<file path="config.mk">
export PLATFORM = sky130hd
export DESIGN_NAME = deskew_collector
export DESIGN_NICKNAME = d
export VERILOG_FILES = /design/src/rtl/deskew_collector.sv
export SDC_FILE = /design/constraint.sdc
export NUM_CORES = 1
export LEC_CHECK = 0
export CAP_MARGIN = 15
export CORE_ASPECT_RATIO = 1.5
export CORE_UTILIZATION = 33
export DETAILED_ROUTE_END_ITERATION = 10
export PLACE_DENSITY = 0.57
export SYNTH_ARGS = -nofsm -noshare
export SYNTH_HDL_FRONTEND = slang
export SYNTH_SLANG_ARGS = --single-unit
</file>
<file path="constraint.sdc">
create_clock -name clk -period 15.49 [get_ports clk]
set_input_delay 1.549 -clock clk [delete_from_list [all_inputs] [get_ports clk]]
set_output_delay 1.549 -clock clk [all_outputs]
set_load 0.05 [all_outputs]
</file>
<file path="src/rtl/deskew_collector.sv">
// deskew_collector: realigns the diagonally skewed lane outputs of a systolic array into
// full-width words and queues them in a small FIFO with a valid/ready output handshake.
// Optional feature: define DESKEW_DROP_CNT_EN to add a saturating 16-bit drop counter output.
module deskew_collector #(
   parameter int unsigned LANES = 4,
   parameter int unsigned WIDTH = 8,
   parameter int unsigned DEPTH = 8
) (
   input  logic                       clk,
   input  logic                       reset,
   input  logic                       in_valid,
   input  logic [LANES*WIDTH-1:0]     in_data,
   output logic                       out_valid,
   input  logic                       out_ready,
   output logic [LANES*WIDTH-1:0]     out_data,
   output logic [$clog2(DEPTH):0]     count,
   output logic                       overflow
`ifdef DESKEW_DROP_CNT_EN
   ,
   output logic [15:0]                drop_cnt
`endif
);

   localparam int unsigned AW = $clog2(DEPTH);
   localparam int unsigned PW = AW + 1;
   localparam int unsigned SW = LANES * WIDTH;

   // Word with every lane lined up to the cycle in which push is asserted.
   logic [SW-1:0] aligned;

   // Lane i waits LANES-1-i cycles so that all lanes meet lane LANES-1.
   for (genvar i = 0; i < LANES; i++) begin : g_lane
      localparam int unsigned STAGES = LANES - 1 - i;
      if (STAGES == 0) begin : g_pass
         assign aligned[i*WIDTH +: WIDTH] = in_data[i*WIDTH +: WIDTH];
      end else begin : g_dly
         logic [WIDTH-1:0] sr_q [STAGES];
         logic [WIDTH-1:0] sr_d [STAGES];

         // Shift the lane one stage per cycle; the array never stalls.
         always_comb begin
            sr_d[0] = in_data[i*WIDTH +: WIDTH];
            for (int k = 1; k < int'(STAGES); k++) begin
               sr_d[k] = sr_q[k-1];
            end
         end

         // Delay-line state, cleared on reset so stale lanes never leak.
         always_ff @(posedge clk) begin
            if (reset) begin
               for (int k = 0; k < int'(STAGES); k++) begin
                  sr_q[k] <= '0;
               end
            end else begin
               sr_q <= sr_d;
            end
         end

         assign aligned[i*WIDTH +: WIDTH] = sr_q[STAGES-1];
      end
   end

   // Valid pipeline: its last stage marks the cycle all lanes of a word are aligned.
   logic [LANES-2:0] vld_q, vld_d;
   logic             push;

   // Advance the valid pipeline alongside lane 0.
   always_comb begin
      vld_d    = '0;
      vld_d[0] = in_valid;
      for (int k = 1; k < int'(LANES) - 1; k++) begin
         vld_d[k] = vld_q[k-1];
      end
      push = vld_q[LANES-2];
   end

   // Valid pipeline state; reset discards words in flight and masks in_valid.
   always_ff @(posedge clk) begin
      if (reset) begin
         vld_q <= '0;
      end else begin
         vld_q <= vld_d;
      end
   end

   // FIFO state. Pointers carry one extra bit so full and empty are distinguishable.
   logic [PW-1:0] wr_q, wr_d;
   logic [PW-1:0] rd_q, rd_d;
   logic [SW-1:0] mem_q [DEPTH];
   logic [SW-1:0] mem_d [DEPTH];
   logic          overflow_q, overflow_d;
   logic          full;
   logic          pop;
   logic          push_ok;
   logic          drop;

   // FIFO control: a push into a full FIFO only succeeds when a pop frees a slot.
   always_comb begin
      count      = wr_q - rd_q;
      out_valid  = (count != '0);
      full       = (count == PW'(DEPTH));
      pop        = out_valid && out_ready;
      push_ok    = push && (!full || pop);
      drop       = push && full && !pop;
      wr_d       = push_ok ? wr_q + PW'(1) : wr_q;
      rd_d       = pop ? rd_q + PW'(1) : rd_q;
      overflow_d = overflow_q | drop;
      mem_d      = mem_q;
      if (push_ok) begin
         mem_d[wr_q[AW-1:0]] = aligned;
      end
      out_data   = mem_q[rd_q[AW-1:0]];
      overflow   = overflow_q;
   end

   // Pointer and sticky overflow state.
   always_ff @(posedge clk) begin
      if (reset) begin
         wr_q       <= '0;
         rd_q       <= '0;
         overflow_q <= 1'b0;
      end else begin
         wr_q       <= wr_d;
         rd_q       <= rd_d;
         overflow_q <= overflow_d;
      end
   end

   // Storage is deliberately left out of reset; empty slots are never presented as valid.
   always_ff @(posedge clk) begin
      mem_q <= mem_d;
   end

`ifdef DESKEW_DROP_CNT_EN
   logic [15:0] drop_cnt_q, drop_cnt_d;

   // Count dropped words, holding at all-ones rather than wrapping.
   always_comb begin
      drop_cnt_d = drop_cnt_q;
      if (drop && (drop_cnt_q != 16'hFFFF)) begin
         drop_cnt_d = drop_cnt_q + 16'd1;
      end
      drop_cnt = drop_cnt_q;
   end

   // Drop counter state.
   always_ff @(posedge clk) begin
      if (reset) begin
         drop_cnt_q <= '0;
      end else begin
         drop_cnt_q <= drop_cnt_d;
      end
   end
`endif

endmodule
</file>
# Word-level counts from Yosys, hierarchy flattened
# Cells that the tools add are included.
# Widths: inputs -> output; s select.
# classes
addsub,3
order_cmp,3
n_eq_ne,1
mux,6
n_bitwise,3
reduce_logical,9
# op_table
cell,count
$bwmux 256,1
$bmux 32 s3,1
$demux 32 s3,1
$mux 32,3
$add 4x1->4 const B,2
$ge 4x4->1 const B,2
$not 3->4,2
$logic_and 1x1->1,5
$eq 4x4->1 const B,1
$lt 4x1->1 const B,1
$reduce_bool 4->1,1
$sub 4x4->4,1
$logic_not 1->1,2
$logic_or 1x1->1,1
$or 1x1->1,1
# word_totals
reg_bits,316
in_bits,36
output_inout_bits,38
word_cells,43

# Longest topological paths before layout
# Gate-level depths: netlist of run 1.
# depth
ltp_word,6
mapped_depth,9
ltp_nobuf,9

# Worst setup path before layout of run 1
# OpenSTA, ideal clock, no wires.
# synth_timing
path_kind,flip-flop to flip-flop
from,register rd_q[1]
to,"register mem_q[224] (netlist name), enable pin"
setup_ns,0.461
arrival_ns,5.198
required_time_ns,15.029
setup_slack_ns,9.831
stages_incl_launch_ff,10
n_path_buf,2
synth_period_minus_slack_ns,5.659
cell_sequence,dfxtp_1 -> buf_1 -> buf_1 -> inv_1 -> fa_1 -> xor2_1 -> or3_1 -> a211o_1 -> nand3_1 -> nor3_1
# synth_via
elab_chain_cells,5
elab_cells_between_ends,7
cone_classes,1 x add/sub; 1 x eq/ne; 5 x reduce/logical
# synth_rtl
element,line_no,rtl
"start, declared",88,"logic [PW-1:0] rd_q, rd_d;"
"start signal, assigned",124,rd_q <= rd_d;
$sub 4x4->4 (*),99,count = wr_q - rd_q;
via count[2],16,"output logic [$clog2(DEPTH):0] count,"
$eq 4x4->1 or $reduce_bool 4->1 (tied branches),"101, 100",
$logic_not 1->1 or $logic_and 1x1->1 (tied branches),"103, 102",
$logic_or 1x1->1 (*),103,push_ok = push && (!full || pop);
$logic_and 1x1->1 (*),103,
"end signal, assigned",131,mem_q <= mem_d;
"end, declared",89,logic [SW-1:0] mem_q [DEPTH];
# The timed path passes the listed nets; every way through them passes the cells marked *.
# A chain may end at the register's enable or synchronous reset.

# Final worst setup path of run 1
# layout_timing
from,register rd_q[0]
to,output port out_data[6]
# layout_via
elab_chain_cells,4
# layout_rtl
element,line_no,rtl
$not 3->4 (not written as such),112,out_data = mem_q[rd_q[AW-1:0]];
$bmux 32 s3,112,
$mux 32 (not written as such) (2 in a row),112,
"end, declared",15,"output logic [LANES*WIDTH-1:0] out_data,"
# No other way between the ends. The select of a mux whose other input is x is not followed.

==> results of run 1 <==
## cell usage in the layout, fill, tap and decap left out, types with 2 or more instances in the layout
cell,instances
sky130_fd_sc_hd__o21ai_1,3
sky130_fd_sc_hd__mux4_2,64
sky130_fd_sc_hd__bufinv_16,3
sky130_fd_sc_hd__clkinv_2,5
sky130_fd_sc_hd__a21oi_1,5
sky130_fd_sc_hd__nand2b_1,2
sky130_fd_sc_hd__clkdlybuf4s50_1,72
sky130_fd_sc_hd__clkbuf_16,28
sky130_fd_sc_hd__nor3_1,2
sky130_fd_sc_hd__nand3_1,3
sky130_fd_sc_hd__clkbuf_8,3
sky130_fd_sc_hd__nor2_4,5
sky130_fd_sc_hd__clkinv_1,4
sky130_fd_sc_hd__dfxtp_1,57
sky130_fd_sc_hd__xor2_1,3
sky130_fd_sc_hd__edfxtp_1,256
sky130_fd_sc_hd__inv_1,10
sky130_fd_sc_hd__nor2_1,6
sky130_fd_sc_hd__nand2_1,98
sky130_fd_sc_hd__dfxtp_4,2
sky130_fd_sc_hd__nor3_2,2
sky130_fd_sc_hd__clkbuf_1,5
sky130_fd_sc_hd__ha_1,5
sky130_fd_sc_hd__clkinvlp_4,2
sky130_fd_sc_hd__buf_4,13
sky130_fd_sc_hd__or3_1,2
sky130_fd_sc_hd__nor2b_1,52
## cells in the mapped netlist (3+ instances only)
master / n / share of area (%)
sky130_fd_sc_hd__edfxtp_1: 256 / 66
sky130_fd_sc_hd__nand2_1: 98 / 3.2
sky130_fd_sc_hd__mux4_2: 64 / 12
sky130_fd_sc_hd__dfxtp_1: 60 / 10
sky130_fd_sc_hd__nor2b_1: 52 / 2.8
sky130_fd_sc_hd__clkbuf_1: 14 / 0.45
sky130_fd_sc_hd__nor2_1: 11 / 0.36
sky130_fd_sc_hd__inv_1: 10 / 0.32
sky130_fd_sc_hd__buf_2: 7 / 0.30
sky130_fd_sc_hd__buf_1: 6 / 0.19
sky130_fd_sc_hd__a21oi_1: 5 / 0.22
sky130_fd_sc_hd__ha_1: 5 / 0.54
sky130_fd_sc_hd__nor3_1: 4 / 0.17
sky130_fd_sc_hd__nand3_1: 3 / 0.13
sky130_fd_sc_hd__o21ai_1: 3 / 0.13
sky130_fd_sc_hd__xor2_1: 3 / 0.23
## final cells by class
cell class	count	area [µm²]	area share, %
clock buffer	36	760.7	5.485
sequential	316	8897	64.15
timing repair buffer	86	823.3	5.936
clock inverter	16	166.4	1.200
inverter	10	37.54	0.2706
multi-input combinational	270	2600	18.75
tap	467	584.3	4.213
## report_power, final
group          total, mW  switching (mW)  internal [mW]
Sequential         0.958          0.0320          0.926
Clock              0.691           0.294          0.397
Combinational      0.442           0.253          0.189
Total               2.09           0.579           1.51
## sequential cells by signal, indices dropped and copies added (netlist names)
name / count
mem_q: 256
overflow: 1
wr_q: 4
g_lane.g_dly.sr_q: 8
vld_q: 3
aligned: 16
g_lane.g_dly.sr_d: 24
rd_q: 4
## how the worst max path moves through the flow
stage,startpoint,to,slack [ns]
after floorplan,rd_q[1]$_SDFFE_PP0P_,mem_q[224]$_DFFE_PP_,9.83
after global routing,rd_q[0]$_SDFFE_PP0P_,out_data[3],10.09
after CTS,rd_q[0]$_SDFFE_PP0P_,out_data[3],10.24
after global placement,rd_q[0]$_SDFFE_PP0P_,out_data[3],10.82
final,rd_q[0]$_SDFFE_PP0P_,out_data[6],10.40
after detailed placement,rd_q[0]$_SDFFE_PP0P_,out_data[3],10.82
## metrics by stage
stage                     utilization [%]  worst slack (ns)  hold slack, ns  instances  power [mW]
after floorplan                         -             9.831          0.4138        623       1.294
after global placement              37.65             10.82          0.4200       1149       1.427
after detailed placement            37.65             10.82          0.4212       1149       1.428
after CTS                           40.35             10.24          0.4383       1201       2.122
after global routing                40.35             10.09          0.4577       1201       2.171
final                               40.35             10.40          0.4352       1201       2.091
## kinds of logic (layout without fill, tap and decap cells)
logic type               Yosys count  count (layout)
AO/OA/AOI/OAI                     15              15
multiplexers                      66              66
adder cells (fa/ha/maj)            6               6
flip-flops                       316             316
buffers and inverters             37             148
XOR/XNOR                           4               4
AND/OR/NAND/NOR                  179             179
## routing by layer
metal | vias up | wire length, µm | track usage [%]
met2 | 92 | 10950 | 21.47
met1 | 2762 | 9605 | 15.84
met3 | 33 | 797 | 1.627
met4 | 0 | 497 | 4.486
met5 | - | 0 | 0
li1 | 2542 | - | -
==> results.ini, run 1 <==
[sta]
max_slew_margin_pct=49.79
rsz0062_at_grt=false
final_number_of_setup_violating_endpoints=0
clock.fmax_mhz=196.4
minimum_clock_period_after_layout_ns=5.093
worstMarginPinSlew_ns=0.7531
timing_max_transition_violations_final=0
fin_tns_setup_ns=0
final.period_utilization_pct=32.88
final.setup_skew_ns=0.01961
finalHoldViolations=0

[floorplan]
design.portCount=74
floorplan.rows=83
core_area_um2=34370
die_y_um=231.4
floorplan.initialDensity_pct=33.69
die-area_um2=35860
fp.dieW_um=155.0

[job]
drv_cap=0

[yosys]
synthAdderAreaFrac_pct=0.7131
ys_seq_area_share_pct=76.76
synthesis.instances=623
yosys_most_used_dff=sky130_fd_sc_hd__edfxtp_1
yosys.area_share.simple_pct=7.369
synth_nets=665
post_synth_xor_area_fraction_pct=0.3025
yosysWarnings=0
synth.area.mux_share_pct=12.66
synth_top_family_by_area=multiplexers
postSynthAreaPerCell_um2=18.59
postSynthRegisterBits=316
async_reset_ff_share_pct=0
synthesis.area_um2=11580
netlist-cell-type-count=36
synth_edf_count=256
synth_compound_area_share_pct=0.9184

[worst_hold_path]
holdCritStartpoint=g_lane[1].g_dly.sr_d[4]$_SDFF_PP0_
type_of_the_most_critical_hold_path=flip-flop to flip-flop
hold_depth=1
holdPathEnd=aligned[12]$_SDFF_PP0_

[cts]
cts-buffers-inserted=28
tritoncts_num_sinks=316
cts_setup_buffers=0
cts-resized-gates=0
clk_latency_ns=0.55
clock_path_buffers=3
cts_tree=built
cts_htree_levels=1
post_cts_hold_buffer_count=0
clk_root_buffer_cell=sky130_fd_sc_hd__clkbuf_16
cts.reportedPaths.clkPinSlew_ns=0.06

[finish]
nets=754
antennaDiodeCount=0
layout_fillers=3124
syn2layout_area_growth_pct=19.77
finalInstanceArea_um2=13870
drive_gt1_share_pct=18.53

[worst_setup_path]
cp_data_required_time_ns=13.94
critical_path_peak_fanout=37
cpLargestDelayFamily=buffers and inverters
endpoint_kind=primary output
critical_path_depth=5
critPathKind=flip-flop to primary output
r2r_setup_slack_ns=11.89
critPathMostFrequentCell=sky130_fd_sc_hd__nand2_1
timing.rr.start=rd_q[0]$_SDFFE_PP0P_
crit_slowest_cell=sky130_fd_sc_hd__dfxtp_4
r2r_cells=9
worstPathBufferInverterCount=2
crit_path_max_incr_delay_ns=0.77
worst-endpoint-arrival_ns=3.54
critical_path.reg2reg.endpoint=mem_q[238]$_DFFE_PP_
cp_cell_sequence=buf_4 -> mux4_2 -> nand2_1 -> nand2_1 -> clkdlybuf4s50_1
element_type_at_the_critical_path_start=flip-flop

[global_route]
globalRoute.totalOverflow=0
grt_start_max_net_pins=62
grt_usage_pct=12.39
number_of_antenna_violations_at_the_first_check_in_global_routing=0
first_global_vias=5780
grt_first_pass_wirelength_um=33280

[detailed_routing]
dr.pass1.iters=4
drt_iter0_markers=291
number_of_antenna_violating_nets_in_the_routed_design=0
drt_drc_violations_left=0
postRouteWirelength_um=21850
post_drt_wl_per_cell_um=18.19
detailroute.via_count=5429
detail_route.vias_per_cell=4.520

[placement]
place_congestion=0.7007
placed_inst_area_um2=12940
detailedPlacementHpwl_um=11630
port_buffers=73

[pwr]
peakVddDrop_mv=0.07842
cellPowerDensity_nw_per_um2=150.7
power.static_leakage_nw=4.558

[run_status]
outcome=finished clean

Note: power is estimated with default switching activity, not from simulation.
==> run 2, diff against run 1 <==
PLACE_DENSITY = 0.58   (was 0.57)
clock period = 4.65 ns   (was 15.49 ns; I/O delays follow)
==> results.ini, run 2 (synthesis results as in run 1) <==
[run_status]
outcome=finished clean

[floorplan]
design.portCount=74
die-area_um2=35860
floorplan.initialDensity_pct=33.69
floorplan.rows=83
die_y_um=231.4
core_area_um2=34370
fp.dieW_um=155.0

[finish]
largest_reg_flops=256
nets=757
syn2layout_area_growth_pct=20.40
drive_gt1_share_pct=18.72
registers.top_by_ff_count=mem_q
most-common-layout-cells=256 x sky130_fd_sc_hd__edfxtp_1, 98 x sky130_fd_sc_hd__nand2_1, 70 x sky130_fd_sc_hd__clkdlybuf4s50_1
antennaDiodeCount=0
final_common_cell=sky130_fd_sc_hd__edfxtp_1
post_layout_nonfiller_instances=1204
finalInstanceArea_um2=13940

[worst_setup_path]
element_type_at_the_critical_path_start=flip-flop
worst-endpoint-arrival_ns=3.57
cpLargestDelayFamily=buffers and inverters
worstPathBufferInverterCount=3
cp_data_required_time_ns=4.18
crit_path_max_incr_delay_ns=0.70
endpoint_kind=primary output
r2r_cells=10
critical_path_depth=6
cp_cell_sequence=buf_4 -> buf_4 -> mux4_2 -> nand2_1 -> nand2_1 -> clkdlybuf4s50_1
crit_slowest_cell=sky130_fd_sc_hd__clkdlybuf4s50_1
critical_path_peak_fanout=45
critPathKind=flip-flop to primary output

[cts]
cts-resized-gates=0
cts.reportedPaths.clkPinSlew_ns=0.06
cts-buffers-inserted=29
cts_htree_levels=1
clk_root_buffer_cell=sky130_fd_sc_hd__clkbuf_16
cts_setup_buffers=0
post_cts_hold_buffer_count=0
tritoncts_num_sinks=316
clk_latency_ns=0.54
cts_tree=built
clock_path_buffers=3

[sta]
final_number_of_setup_violating_endpoints=0
worstMarginPinSlew_ns=1.131
finalHoldViolations=0
max_slew_margin_pct=24.44
clock.fmax_mhz=247.6
final.period_utilization_pct=86.85
minimum_clock_period_after_layout_ns=4.039
rsz0062_at_grt=false
setup_slack_ns=0.6115
final.setup_skew_ns=0.01550
timing_max_transition_violations_final=0
fin_tns_setup_ns=0
hold_slack_ns=0.4358

[global_route]
first_global_vias=6129
grt_first_pass_wirelength_um=35430
grt_start_max_net_pins=46
globalRoute.totalOverflow=0
number_of_antenna_violations_at_the_first_check_in_global_routing=0
grt_usage_pct=13.06

[pwr]
cellInternalPower_mw=5.145
clock_power_share_pct=33.7
switching_share_pct=27.67
cellPowerDensity_nw_per_um2=510.2
power.sequential.fraction_pct=43.7
power_frac_comb_pct=22.7
power.switching_mw=1.969
power.static_leakage_nw=4.582
peakVddDrop_mv=0.2374

[detailed_routing]
detail_route.vias_per_cell=4.564
post_drt_wl_per_cell_um=18.58
detailroute.via_count=5495
dr.pass1.iters=4
number_of_antenna_violating_nets_in_the_routed_design=0
drt_drc_violations_left=0
postRouteWirelength_um=22370
drt_iter0_markers=262

[placement]
dp.cells=1151
place_congestion=0.6959
port_buffers=73
placed_inst_area_um2=12990
pre_cts_setup_slack_ns=0.9340
detailedPlacementHpwl_um=13000

[worst_hold_path]
hold_depth=1
type_of_the_most_critical_hold_path=flip-flop to flip-flop

[job]
drv_cap=0

==> run 2: routing by layer <==
metal  wire [µm]  up-vias  share of wire, %  GRT usage, %
li1            -     2547                 -             -
met2       11960      109                53         23.73
met3         913       37               4.1         1.795
met4         493        0               2.2         4.858
met5           0        -                 0             0
met1        9010     2802                40         15.61
==> run 2: final timing paths <==
| kind | startpoint | to | slack [ns] |
|---|---|---|---|
| setup / recovery | rd_q[0]$_SDFFE_PP0P_ | out_data[19] | 0.61 |
| hold / removal | g_lane[0].g_dly.sr_d[15]$_SDFF_PP0_ | g_lane[0].g_dly.sr_d[7]$_SDFF_PP0_ | 0.44 |
| setup reg to reg | wr_q[0]$_SDFFE_PP0P_ | mem_q[106]$_DFFE_PP_ | 1.00 |
| hold reg to reg | g_lane[0].g_dly.sr_d[15]$_SDFF_PP0_ | g_lane[0].g_dly.sr_d[7]$_SDFF_PP0_ | 0.44 |
==> run 2: layout make-up <==
cell class	instances	area [µm²]
Sequential cell	316	8897
Tap cell	467	584.3
Clock buffer	41	780.7
Clock inverter	12	171.4
Fill cell	3096	20430
Timing Repair Buffer	88	858.3
Inverter	10	37.54
Multi-Input combinational cell	270	2613
==> run 2: power by group through the flow <==
stage / clock network [mW] / logic, mW / registers (mW)
floorplan: 0 / 1.15 / 3.16
global placement: 0 / 1.66 / 3.17
detailed placement: 0 / 1.65 / 3.17
CTS: 2.46 / 1.65 / 3.11
global route: 2.55 / 1.73 / 3.11
finish: 2.39 / 1.61 / 3.11
==> run 2: stage by stage <==
step	power, mW	util [%]
floorplan	4.310	-
CTS	7.219	40.56
finish	7.114	40.56
global route	7.390	40.56
detailed placement	4.820	37.79
global placement	4.825	37.79
